File: src/rtl/instr_fetch_queue.sv
// instr_fetch_queue: fetch stage owning the fetch PC. Reads instruction words
// from memory port 0 and buffers {pc, instr} pairs in a small FIFO whose head is
// presented to issue with a valid/ready handshake. A redirect flushes the queue
// and restarts fetch at the new address.
// Optional build macro FETCH_STATS_EN adds fetched_count / flushed_count outputs.
module instr_fetch_queue #(
   parameter int DEPTH = 4,
   parameter int PTR_W = 2
) (
   input  logic               clk,
   input  logic               rst,
   input  logic               fetch_en,
   output logic [31:0]        mem_raddr,
   input  logic [31:0]        mem_rdata,
   input  logic               redirect_valid,
   input  logic [31:0]        redirect_addr,
   input  logic               issue_ready,
   output logic               instr_valid,
   output logic [31:0]        instr,
   output logic [31:0]        instr_pc,
   output logic [PTR_W:0]     occupancy
`ifdef FETCH_STATS_EN
   ,
   output logic [31:0]        fetched_count,
   output logic [31:0]        flushed_count
`endif
);

   localparam logic [PTR_W:0] C_DEPTH = (PTR_W + 1)'(DEPTH);

   logic [31:0]      r_fetch_pc;
   logic [PTR_W-1:0] r_wptr;
   logic [PTR_W-1:0] r_rptr;
   logic [PTR_W:0]   r_occ;
   logic [31:0]      r_pc_q  [DEPTH];
   logic [31:0]      r_ins_q [DEPTH];

   logic             w_valid;
   logic             w_pop;
   logic             w_push;

   // Empty/partial/full is derived from occupancy alone; no separate full flag.
   assign w_valid   = (r_occ != '0);
   assign w_pop     = w_valid & issue_ready;
   assign w_push    = fetch_en & ~redirect_valid & ((r_occ < C_DEPTH) | w_pop);

   assign mem_raddr = r_fetch_pc;
   assign occupancy = r_occ;

   // Head entry drives the issue outputs directly; zeros (no-op) when empty.
   always_comb begin
      instr_valid = w_valid;
      instr       = '0;
      instr_pc    = '0;
      if (w_valid) begin
         instr    = r_ins_q[r_rptr];
         instr_pc = r_pc_q[r_rptr];
      end
   end

   // Fetch PC, pointers and occupancy; redirect overrides any push or pop.
   always_ff @(posedge clk or negedge rst) begin
      if (!rst) begin
         r_fetch_pc <= '0;
         r_wptr     <= '0;
         r_rptr     <= '0;
         r_occ      <= '0;
      end else if (redirect_valid) begin
         r_fetch_pc <= redirect_addr;
         r_wptr     <= '0;
         r_rptr     <= '0;
         r_occ      <= '0;
      end else begin
         if (w_push) begin
            r_fetch_pc <= r_fetch_pc + 32'd1;
            r_wptr     <= r_wptr + 1'b1;
         end
         if (w_pop) begin
            r_rptr <= r_rptr + 1'b1;
         end
         case ({w_push, w_pop})
            2'b10:   r_occ <= r_occ + 1'b1;
            2'b01:   r_occ <= r_occ - 1'b1;
            default: r_occ <= r_occ;
         endcase
      end
   end

   // Queue storage; contents are don't-care out of reset, so no reset here.
   always_ff @(posedge clk) begin
      if (w_push) begin
         r_pc_q[r_wptr]  <= r_fetch_pc;
         r_ins_q[r_wptr] <= mem_rdata;
      end
   end

`ifdef FETCH_STATS_EN
   logic [31:0] r_fetched;
   logic [31:0] r_flushed;
   logic [32:0] w_flush_sum;

   assign w_flush_sum   = {1'b0, r_flushed} + 33'(r_occ);
   assign fetched_count = r_fetched;
   assign flushed_count = r_flushed;

   // Saturating statistics: pushes seen, and entries discarded by redirects.
   always_ff @(posedge clk or negedge rst) begin
      if (!rst) begin
         r_fetched <= '0;
         r_flushed <= '0;
      end else begin
         if (w_push && (r_fetched != '1)) begin
            r_fetched <= r_fetched + 32'd1;
         end
         if (redirect_valid) begin
            r_flushed <= w_flush_sum[32] ? '1 : w_flush_sum[31:0];
         end
      end
   end
`endif

endmodule

File: config.mk
export PLATFORM = sky130hd
export DESIGN_NAME = instr_fetch_queue
export DESIGN_NICKNAME = d
export VERILOG_FILES = /design/src/rtl/instr_fetch_queue.sv
export SDC_FILE = /design/constraint.sdc
export NUM_CORES = 1
export LEC_CHECK = 0
export ABC_AREA = 1
export BUFFER_PORTS_ARGS = -buffer_cell sky130_fd_sc_hd__buf_2
export CAP_MARGIN = 20
export CORE_UTILIZATION = 62
export CTS_CLUSTER_DIAMETER = 80
export DETAILED_ROUTE_END_ITERATION = 16
export PLACE_DENSITY = 0.95
export SYNTH_ARGS = -nofsm -noshare
export SYNTH_HDL_FRONTEND = slang
export SYNTH_SLANG_ARGS = --single-unit
File: constraint.sdc
create_clock -name clk -period 7.1 [get_ports clk]
set_input_delay 0.71 -clock clk [delete_from_list [all_inputs] [get_ports clk]]
set_output_delay 0.71 -clock clk [all_outputs]
set_load 0.03 [all_outputs]
* After elaboration in Yosys (flattened, before gate mapping) *
Memories as Yosys holds them, arrays and structs flattened.
Index checks and enable logic that the tools add are counted.

operators by class
  add/subtract/negate cells = 5
  magnitude comparators = 1
  equality and inequality tests = 2
  muxes and demuxes = 12
  bitwise gates (word level) = 5
  reductions and logical operators = 4

operator list
  kind                                              count
  2-to-1 mux 32 bit                                 4
  adder 32 x 1 -> 32 bit, second input constant     1
  2-to-1 mux 2 bit                                  4
  one-hot mux 3 bit (2 select lines)                1
  nonzero test 3 bit                                2
  adder 2 x 1 -> 2 bit, second input constant       2
  nonzero test 2 bit                                2
  adder 3 x 1 -> 3 bit, second input constant       1
  AND 1 bit                                         3
  < comparator 3 bit, second input constant         1
  2-to-1 mux 3 bit                                  1
  subtractor 3 x 1 -> 3 bit, second input constant  1
  == test 2 x 1 -> 1 bit, second input constant     1
  == test 2 bit, second input constant              1
  2-to-1 mux 1 bit                                  2
  inverter 1 bit                                    1
  bitwise OR 1 bit                                  1

word-level totals
  flip-flop bits (word level) = 39
  memory bits (writable) = 256
  input bits = 69
  output and inout bits = 100
  memories = 2

memories
  name     words  bits a word  read ports  clocked after memory_dff  write ports  RTL line  RTL
  r_ins_q  4      32           1           0                         1            36        logic [31:0] r_ins_q [DEPTH];
  r_pc_q   4      32           1           0                         1            35        logic [31:0] r_pc_q [DEPTH];

* Longest topological paths before layout *
Gate-level depths: netlist of run 1.

  depth after elaboration = 7
  depth in mapped cells = 12

* Worst setup path after synthesis of run 1 *
OpenSTA, ideal clock, no wires.

  path kind = in2reg
  start point = input redirect_valid
  end point = memory r_ins_q[0][0], enable pin
  setup time = 0.486 ns
  arrival = 3.945 ns
  data required time = 6.614 ns
  slack = 2.669 ns
  cell stages on the path = 5
  path through = buf_2 > inv_1 > nand3_1 > buf_2 > nor2_1

between the ends
  longest elaborated chain between the ends = 5

ends and longest elaborated chain
  what                                    RTL line  RTL
  start: declaration                      15        input logic redirect_valid,
  inverter 1 bit                          45        assign w_push = fetch_en & ~redirect_valid & ((r_occ < C_DEPTH) | w_pop);
  AND 1 bit (2 in series)                 45
  2-to-1 mux 1 bit                        91        if (w_push) begin
  2-to-1 mux 1 bit (not written as such)  93        r_ins_q[r_wptr] <= mem_rdata;
  end: declaration                        36

No other way between the ends.

* Final worst setup path of run 1 *
  start point = register r_rptr[0]
  end point = output instr[12]

between the ends
  longest elaborated chain between the ends = 2

ends and longest elaborated chain
  what                      RTL line  RTL
  start: declaration        33        logic [PTR_W-1:0] r_rptr;
  start signal: assignment  79        r_rptr <= r_rptr + 1'b1;
  memory (4 x 32 bit)       --
  2-to-1 mux 32 bit         55        if (w_valid) begin
  end: declaration          19        output logic [31:0] instr,

No other way between the ends.

==> results.ini, run 1 <==
[routing]
via_count=9362
detail-route-antenna-nets=0
dr.pass1.iters=5
drt_iter0_drc=766
routed_wirelength_um=28800
avgRoutedWirePerCell_um=17.7
drc=0
via_per_inst=5.75

[sta]
final.min_clock_period_ns=4.24
slew_headroom_pct=36.8
hold_viol_final=0
tns_ns=0
tightest_slew_ns=0.948
whs_ns=0.315
final_max_slew_viol_count=0
fin_skew_ns=0.0122
grt_setup_unrepaired=false
fin_crit_sh_pct=59.7
setup_viol=0
max_freq_ghz=0.236

[critical_path]
startpoint_type=flop
crit_fanout=72
r2r_start=occupancy[2]$_DFFE_PN0P_
r2r_slack_ns=4.08
arrival_ns=3.53
reg2reg_to=r_ins_q[1][12]$_DFFE_PP_
crit_type=flop to output pin
ff2ff_path_depth=4
critPathRequiredTime_ns=6.39
end_kind=output pin

[grt]
grt_first_pass_wirelength_um=44900
grt_max_degree=73
grt_usage_pct=27.1
antenna_found_initial=0
grt-ovfl-total=0
grt_pass1_vias=8984

[placement]
dpl.hpwl_um=17100
io_buffers=168
gp_congestion=0.926

[synthesis]
synth_nets=1267
synth.area.top_cells=edfxtp_1 (61%), nor2_1 (8.7%), dfrtp_1 (7.7%)
yosysTopAreaCell=edfxtp_1
synth.avg_cell_area_um2=10.6
synth_area_um2=12700
ys_seq_area_share_pct=68.4
yosysWarnings=0
synth_top_cell_area_share_pct=60.7
synth_seq_cells=295
ys_types=28
syn_inst=1192

[power_and_ir_drop]
switching_power_mw=1.96
internal_power_mw=3.28
pwr-share-comb_pct=31.1
power_switching_share_pct=37.4
ir_drop_mv=0.209
seqPwrFrac_pct=41.1
p_leak_nw=5.73
finalPower_mw=5.24
pwr-share-clk_pct=27.8
p_per_area_nw_per_um2=360

[die]
core.rowCount=51
die_area_um2=21000
die_y_um=145
coreArea_um2=19700
start_util_pct=64.3
ios=169
chipWidth_um=145

[clock_tree]
clk_latency_ns=0.53
cts_made_buffers=28
cts_max_level=1
post-cts-setup-buffers=0
cts_tree=done
clock_tree.buffer_depth=3
hold_buffers=0
cts_sinks=295
root_buffer=clkbuf_16
clk_pin_slew_ns=0.06
ctsResizeCount=0

[finish]
area_delta_synth_final_pct=15.1
fill_cells=1186
n_antenna_cell=0
fin_nets=1417
drive_gt1_share_pct=17.8

[run]
maxCapViolCount=0

[worst_hold_path]
worst_hold_path_type=input port to asynchronous set/reset pin

[outcome]
status=finished, final reports clean

cells by family (layout without fill, tap and decap cells):
| family | after synthesis | count (layout) | share of synthesized area [%] |
|---|---|---|---|
| and+or+nand+nor | 529 | 529 | 16.8 |
| buffers and inverters | 124 | 296 | 4.24 |
| adders and majority gates | 6 | 6 | 0.652 |
| xor gates and xnor gates | 8 | 8 | 0.553 |
| AOI/OAI and AO/OA | 230 | 230 | 9.37 |
| DFF | 295 | 295 | 68.4 |
routing by layer:
| layer | up-vias | wire length [µm] | track usage [%] |
|---|---|---|---|
| met4 | 0 | 712 | 8.88 |
| met1 | 4395 | 11100 | 34.9 |
| met2 | 545 | 14400 | 47.3 |
| met3 | 72 | 2550 | 3.96 |
| met5 | - | 0 | 0 |
| li1 | 4350 | - | - |
worst max-delay path by stage:
stage | start | endpoint | slack [ns] | cells after the start
2_1_floorplan | redirect_valid | r_ins_q[0][0]$_DFFE_PP_ | 2.67 | 5
5_1_grt | r_rptr[0]$_DFFE_PN0P_ | instr[12] | 2.62 | 5
4_1_cts | r_rptr[0]$_DFFE_PN0P_ | instr[12] | 2.92 | 5
3_5_place_dp | redirect_valid | r_pc_q[1][1]$_DFFE_PP_ | 3.34 | 5
6_report | r_rptr[0]$_DFFE_PN0P_ | instr[12] | 2.86 | 5
3_3_place_gp | redirect_valid | r_pc_q[1][3]$_DFFE_PP_ | 3.48 | 5
cells in the final DEF (no fill, tap or decap):
master      netlist  routed
nor2_1          293     289
edfxtp_1        256     256
nand2_1         173     173
buf_2            12     168
o21ai_0         148     148
a21oi_1          67      67
inv_1            64      63
nand3_1          45      45
dfrtp_1          39      37
clkbuf_16         0      29
nor2_4            7      11
clkbuf_1         26       9
buf_4            11       9
xor2_1            8       8
o21bai_1          7       7
clkinv_2          0       6
nor2_2            5       5
ha_1              5       5
o211ai_1          4       4
clkinv_1          0       4
nand2_2           3       3
bufinv_16         0       3
inv_2             2       2
nand2_4           2       2
o21ai_1           1       1
nand3b_1          1       1
o221ai_1          1       1
o311ai_1          1       1
a31oi_1           1       1
fa_1              1       1
clkinvlp_4        0       1
clkinv_4          0       1
buf_8             0       1
dfrtp_4           0       1
dfrtp_2           0       1
critical path, cell delays in order, from the launching register on:
cell and delay, ns:
dfrtp_4 0.87, clkinv_2 0.76, buf_4 0.57, o21ai_0 0.36, a21oi_1 0.15, buf_2 0.23
through the flow:
| stage | utilization (%) | cell area [µm²] | cells | setup slack [ns] |
|---|---|---|---|---|
| after floorplan | - | 12700 | 1192 | 2.67 |
| after global placement | 69.3 | 13700 | 1576 | 3.48 |
| after detailed placement | 69.3 | 13700 | 1576 | 3.34 |
| after CTS | 73.9 | 14600 | 1628 | 2.92 |
| after global routing | 74.0 | 14600 | 1629 | 2.62 |
| final | 74.0 | 14600 | 1629 | 2.86 |
area by class of cell:
class | count | area [µm²] | area share, %
sequential | 295 | 8670 | 59.4
multi-input combinational | 773 | 3500 | 24.0
timing repair buffer | 178 | 923 | 6.33
clock buffer | 38 | 759 | 5.21
tap | 265 | 332 | 2.27
inverter | 66 | 249 | 1.71
clock inverter | 14 | 146 | 1.00
cell usage after synthesis:
cell and n:
inv_2 2, o311ai_1 1, nor2_4 7, buf_1 7, edfxtp_1 256, clkbuf_1 26, o221ai_1 1, buf_2 12
dfrtp_1 39, fa_1 1, buf_6 2, nand2_1 173, nor2_1 293, buf_4 11, nand2_2 3, o211ai_1 4
o21ai_1 1, a31oi_1 1, nor2_2 5, nand3b_1 1, xor2_1 8, o21bai_1 7, nand2_4 2, o21ai_0 148
nand3_1 45, inv_1 64, a21oi_1 67, ha_1 5
power by group through the flow:
stage                     Combinational (mW)  Sequential (mW)  Clock [mW]
after floorplan                         1.11             2.19           0
after global placement                  1.58             2.18           0
after detailed placement                1.62             2.18           0
after CTS                               1.63             2.15        1.47
after global routing                    1.75             2.17        1.54
final                                   1.63             2.15        1.46
flip-flops by register name, indices dropped and copies added, names as in the netlist:
register,cells
r_ins_q,128
r_rptr,2
occupancy,3
r_wptr,2
mem_raddr,32
r_pc_q,128
No activity file was read; power rests on OpenSTA's default activity.
==> inputs of run 2 (changes only) <==
CORE_UTILIZATION = 52   (was 62)
PLACE_DENSITY = 0.86   (was 0.95)
clock period = 3.75 ns   (was 7.1 ns; I/O delays follow)
==> run 2 against run 1 <==
Net effect: non-clock buffer count up 7; clock skew grew 0.0011 ns; core utilization shrank 11 points; sequential power up 88%; combinational power increased by 93%; first-iteration DRC count up 39%; via count down 0.35%; highest routed layer unchanged.
==> results.ini, run 2 (same netlist as run 1, synthesis figures left out) <==
[critical_path]
slowest_delay_ns=0.69  ; was 0.87 ns
r2r_start=occupancy[2]$_DFFE_PN0P_  ; unchanged
startpoint_type=flop  ; unchanged
ff2ff_path_depth=5  ; was 4
arrival_ns=2.82  ; was 3.53 ns
crit_path_cell_trace=clkinv_2, buf_4, o21ai_0, a21oi_1, buf_2  ; unchanged
r2r_slack_ns=1.55  ; was 4.08 ns
crit_buf_inv=3  ; unchanged
reg2reg_to=r_pc_q[3][16]$_DFFE_PP_  ; was r_ins_q[1][12]$_DFFE_PP_
crit_path_top_delay_cell=dfrtp_4  ; unchanged
critPathRequiredTime_ns=3.38  ; was 6.39 ns
crit_type=flop to output pin  ; unchanged
end_kind=output pin  ; unchanged
crit_fanout=40  ; was 72
critical-path-top-delay-family=buffers and inverters  ; unchanged

[die]
start_util_pct=53.5  ; was 64.3%
die_area_um2=25000  ; was 21,000 µm²
coreArea_um2=23700  ; was 19,700 µm²
chipWidth_um=158  ; was 145 µm
ios=169  ; unchanged
core.rowCount=56  ; was 51
die_y_um=158  ; was 145 µm

[clock_tree]
ctsResizeCount=0  ; unchanged
cts_sinks=295  ; unchanged
clk_pin_slew_ns=0.07  ; was 0.06 ns
root_buffer=clkbuf_16  ; unchanged
cts_tree=done  ; unchanged
clk_latency_ns=0.55  ; was 0.53 ns
cts_made_buffers=29  ; was 28
clock_tree.buffer_depth=3  ; unchanged
cts_max_level=1  ; unchanged

[sta]
setup_viol=0  ; unchanged
grt_setup_unrepaired=false  ; unchanged
fin_skew_ns=0.0133  ; was 0.0122 ns
hold_viol_final=0  ; unchanged
tightest_slew_ns=0.984  ; was 0.948 ns
tns_ns=0  ; unchanged
final.min_clock_period_ns=3.20
fin_crit_sh_pct=85.2
max_freq_ghz=0.313
final_max_slew_viol_count=0  ; unchanged
slew_headroom_pct=34.4  ; was 36.8%
final.setup.worst_slack_ns=0.554  ; was 2.86 ns

[routing]
routed_wirelength_um=29900  ; was 28,800 µm
via_count=9329  ; was 9,362
via_per_inst=5.51  ; was 5.75
detail-route-antenna-nets=0  ; unchanged
drc=0  ; unchanged
drt_iter0_drc=1063  ; was 766
avgRoutedWirePerCell_um=17.7  ; about the same
dr.pass1.iters=7  ; was 5

[grt]
grt_pass1_vias=9090  ; was 8,984
antenna_found_initial=1  ; was 0
grt-ovfl-total=0  ; unchanged
grt_usage_pct=24.0  ; was 27.1%
grt_max_degree=65  ; was 73
grt_first_pass_wirelength_um=45900  ; was 44,900 µm

[placement]
placed_cells=1637  ; was 1,576
io_buffers=168  ; unchanged
dp_worst_setup_slack_ns=1.13  ; was 3.34 ns
gp_congestion=0.868  ; was 0.926
dpl.hpwl_um=18000  ; was 17,100 µm

[outcome]
status=finished, final reports clean  ; unchanged

[finish]
final_cells=1693  ; was 1,629
drive_gt1_share_pct=18.9  ; was 17.8%
final_common_cell=nor2_1  ; unchanged
final_cell_mix=nor2_1 (289), edfxtp_1 (256), nand2_1 (173)  ; unchanged
area_delta_synth_final_pct=18.0  ; was 15.1%
fin_nets=1425  ; was 1,417

[worst_hold_path]
min_path_cells=1
hold_end=r_ins_q[2][26]$_DFFE_PP_
holdCritStartpoint=mem_rdata[26]
worst_hold_path_type=input port to flop  ; was input port to asynchronous set/reset pin

[run]
maxCapViolCount=0  ; unchanged

[power_and_ir_drop]
p_per_area_nw_per_um2=701  ; was 360 nW/µm²
ir_drop_mv=0.384  ; was 0.209 mV
p_leak_nw=5.87  ; was 5.73 nW
finalPower_mw=10.5  ; was 5.24 mW

-- run 2: changes by cell type in the layout (fill, tap and decap cells not counted), moves of 2 or more --
| cell | previous run | this run |
|---|---|---|
| buf_12 | 0 | 5 |
| bufinv_16 | 3 | 8 |
| clkbuf_1 | 9 | 4 |
| clkbuf_8 | 0 | 3 |
| clkinv_1 | 4 | 1 |
| buf_4 | 9 | 11 |
-- run 2: cell type report --
cell class	instances	area, µm²
fillers	1809	8730
repair buffers	185	1030
diodes	1	2.50
clock inverters	17	293
flip-flops and latches	295	8670
clock buffers	37	807
well taps	319	399
multi-input cells	773	3500
inverters	66	249
-- run 2: where the power goes --
group	internal, mW	switching, mW	leakage, nW
clock network	2.07	1.21	0.535
registers	3.81	0.238	2.81
logic	0.795	2.35	2.52
total	6.68	3.80	5.87
-- run 2: worst max path at each step --
stage,startpoint,cells past startpoint,to
after floorplan,redirect_valid,5,r_ins_q[0][0]$_DFFE_PP_
after global placement,r_rptr[0]$_DFFE_PN0P_,5,instr_pc[13]
after detailed placement,r_rptr[0]$_DFFE_PN0P_,5,instr[30]
after CTS,r_rptr[0]$_DFFE_PN0P_,5,instr_pc[14]
after global routing,r_rptr[0]$_DFFE_PN0P_,5,instr_pc[18]
final,r_rptr[0]$_DFFE_PN0P_,5,instr_pc[12]
-- run 2: through the flow --
stage / hold slack [ns] / utilization [%] / instance area [µm²]
CTS: 0.0218 / 63.1 / 15000
floorplan: 0.0794 / - / 12700
detailed placement: 0.559 / 58.5 / 13800
finish: 0.0428 / 63.1 / 15000
global route: 0.0212 / 63.1 / 15000
global placement: 0.552 / 58.5 / 13800
-- run 2: routing by layer --
layer / track usage [%] / part of all wire (%)
met2: 40.9 / 50
met4: 8.52 / 2.5
met5: 0 / 0
met3: 3.39 / 7.8
met1: 31.4 / 40
-- run 2: worst reg2reg max path: cells and delay by family, from the launching register on --
kind | cells | cell delay [ns]
buf+inv | 2 | 0.58
flops | 1 | 0.43
simple gates | 3 | 0.86
-- run 2: repair_timing --
action,4_1_cts,5_1_grt
hold buffers,1,0
hold endpoints to repair,30,0
buffers inserted,0,0
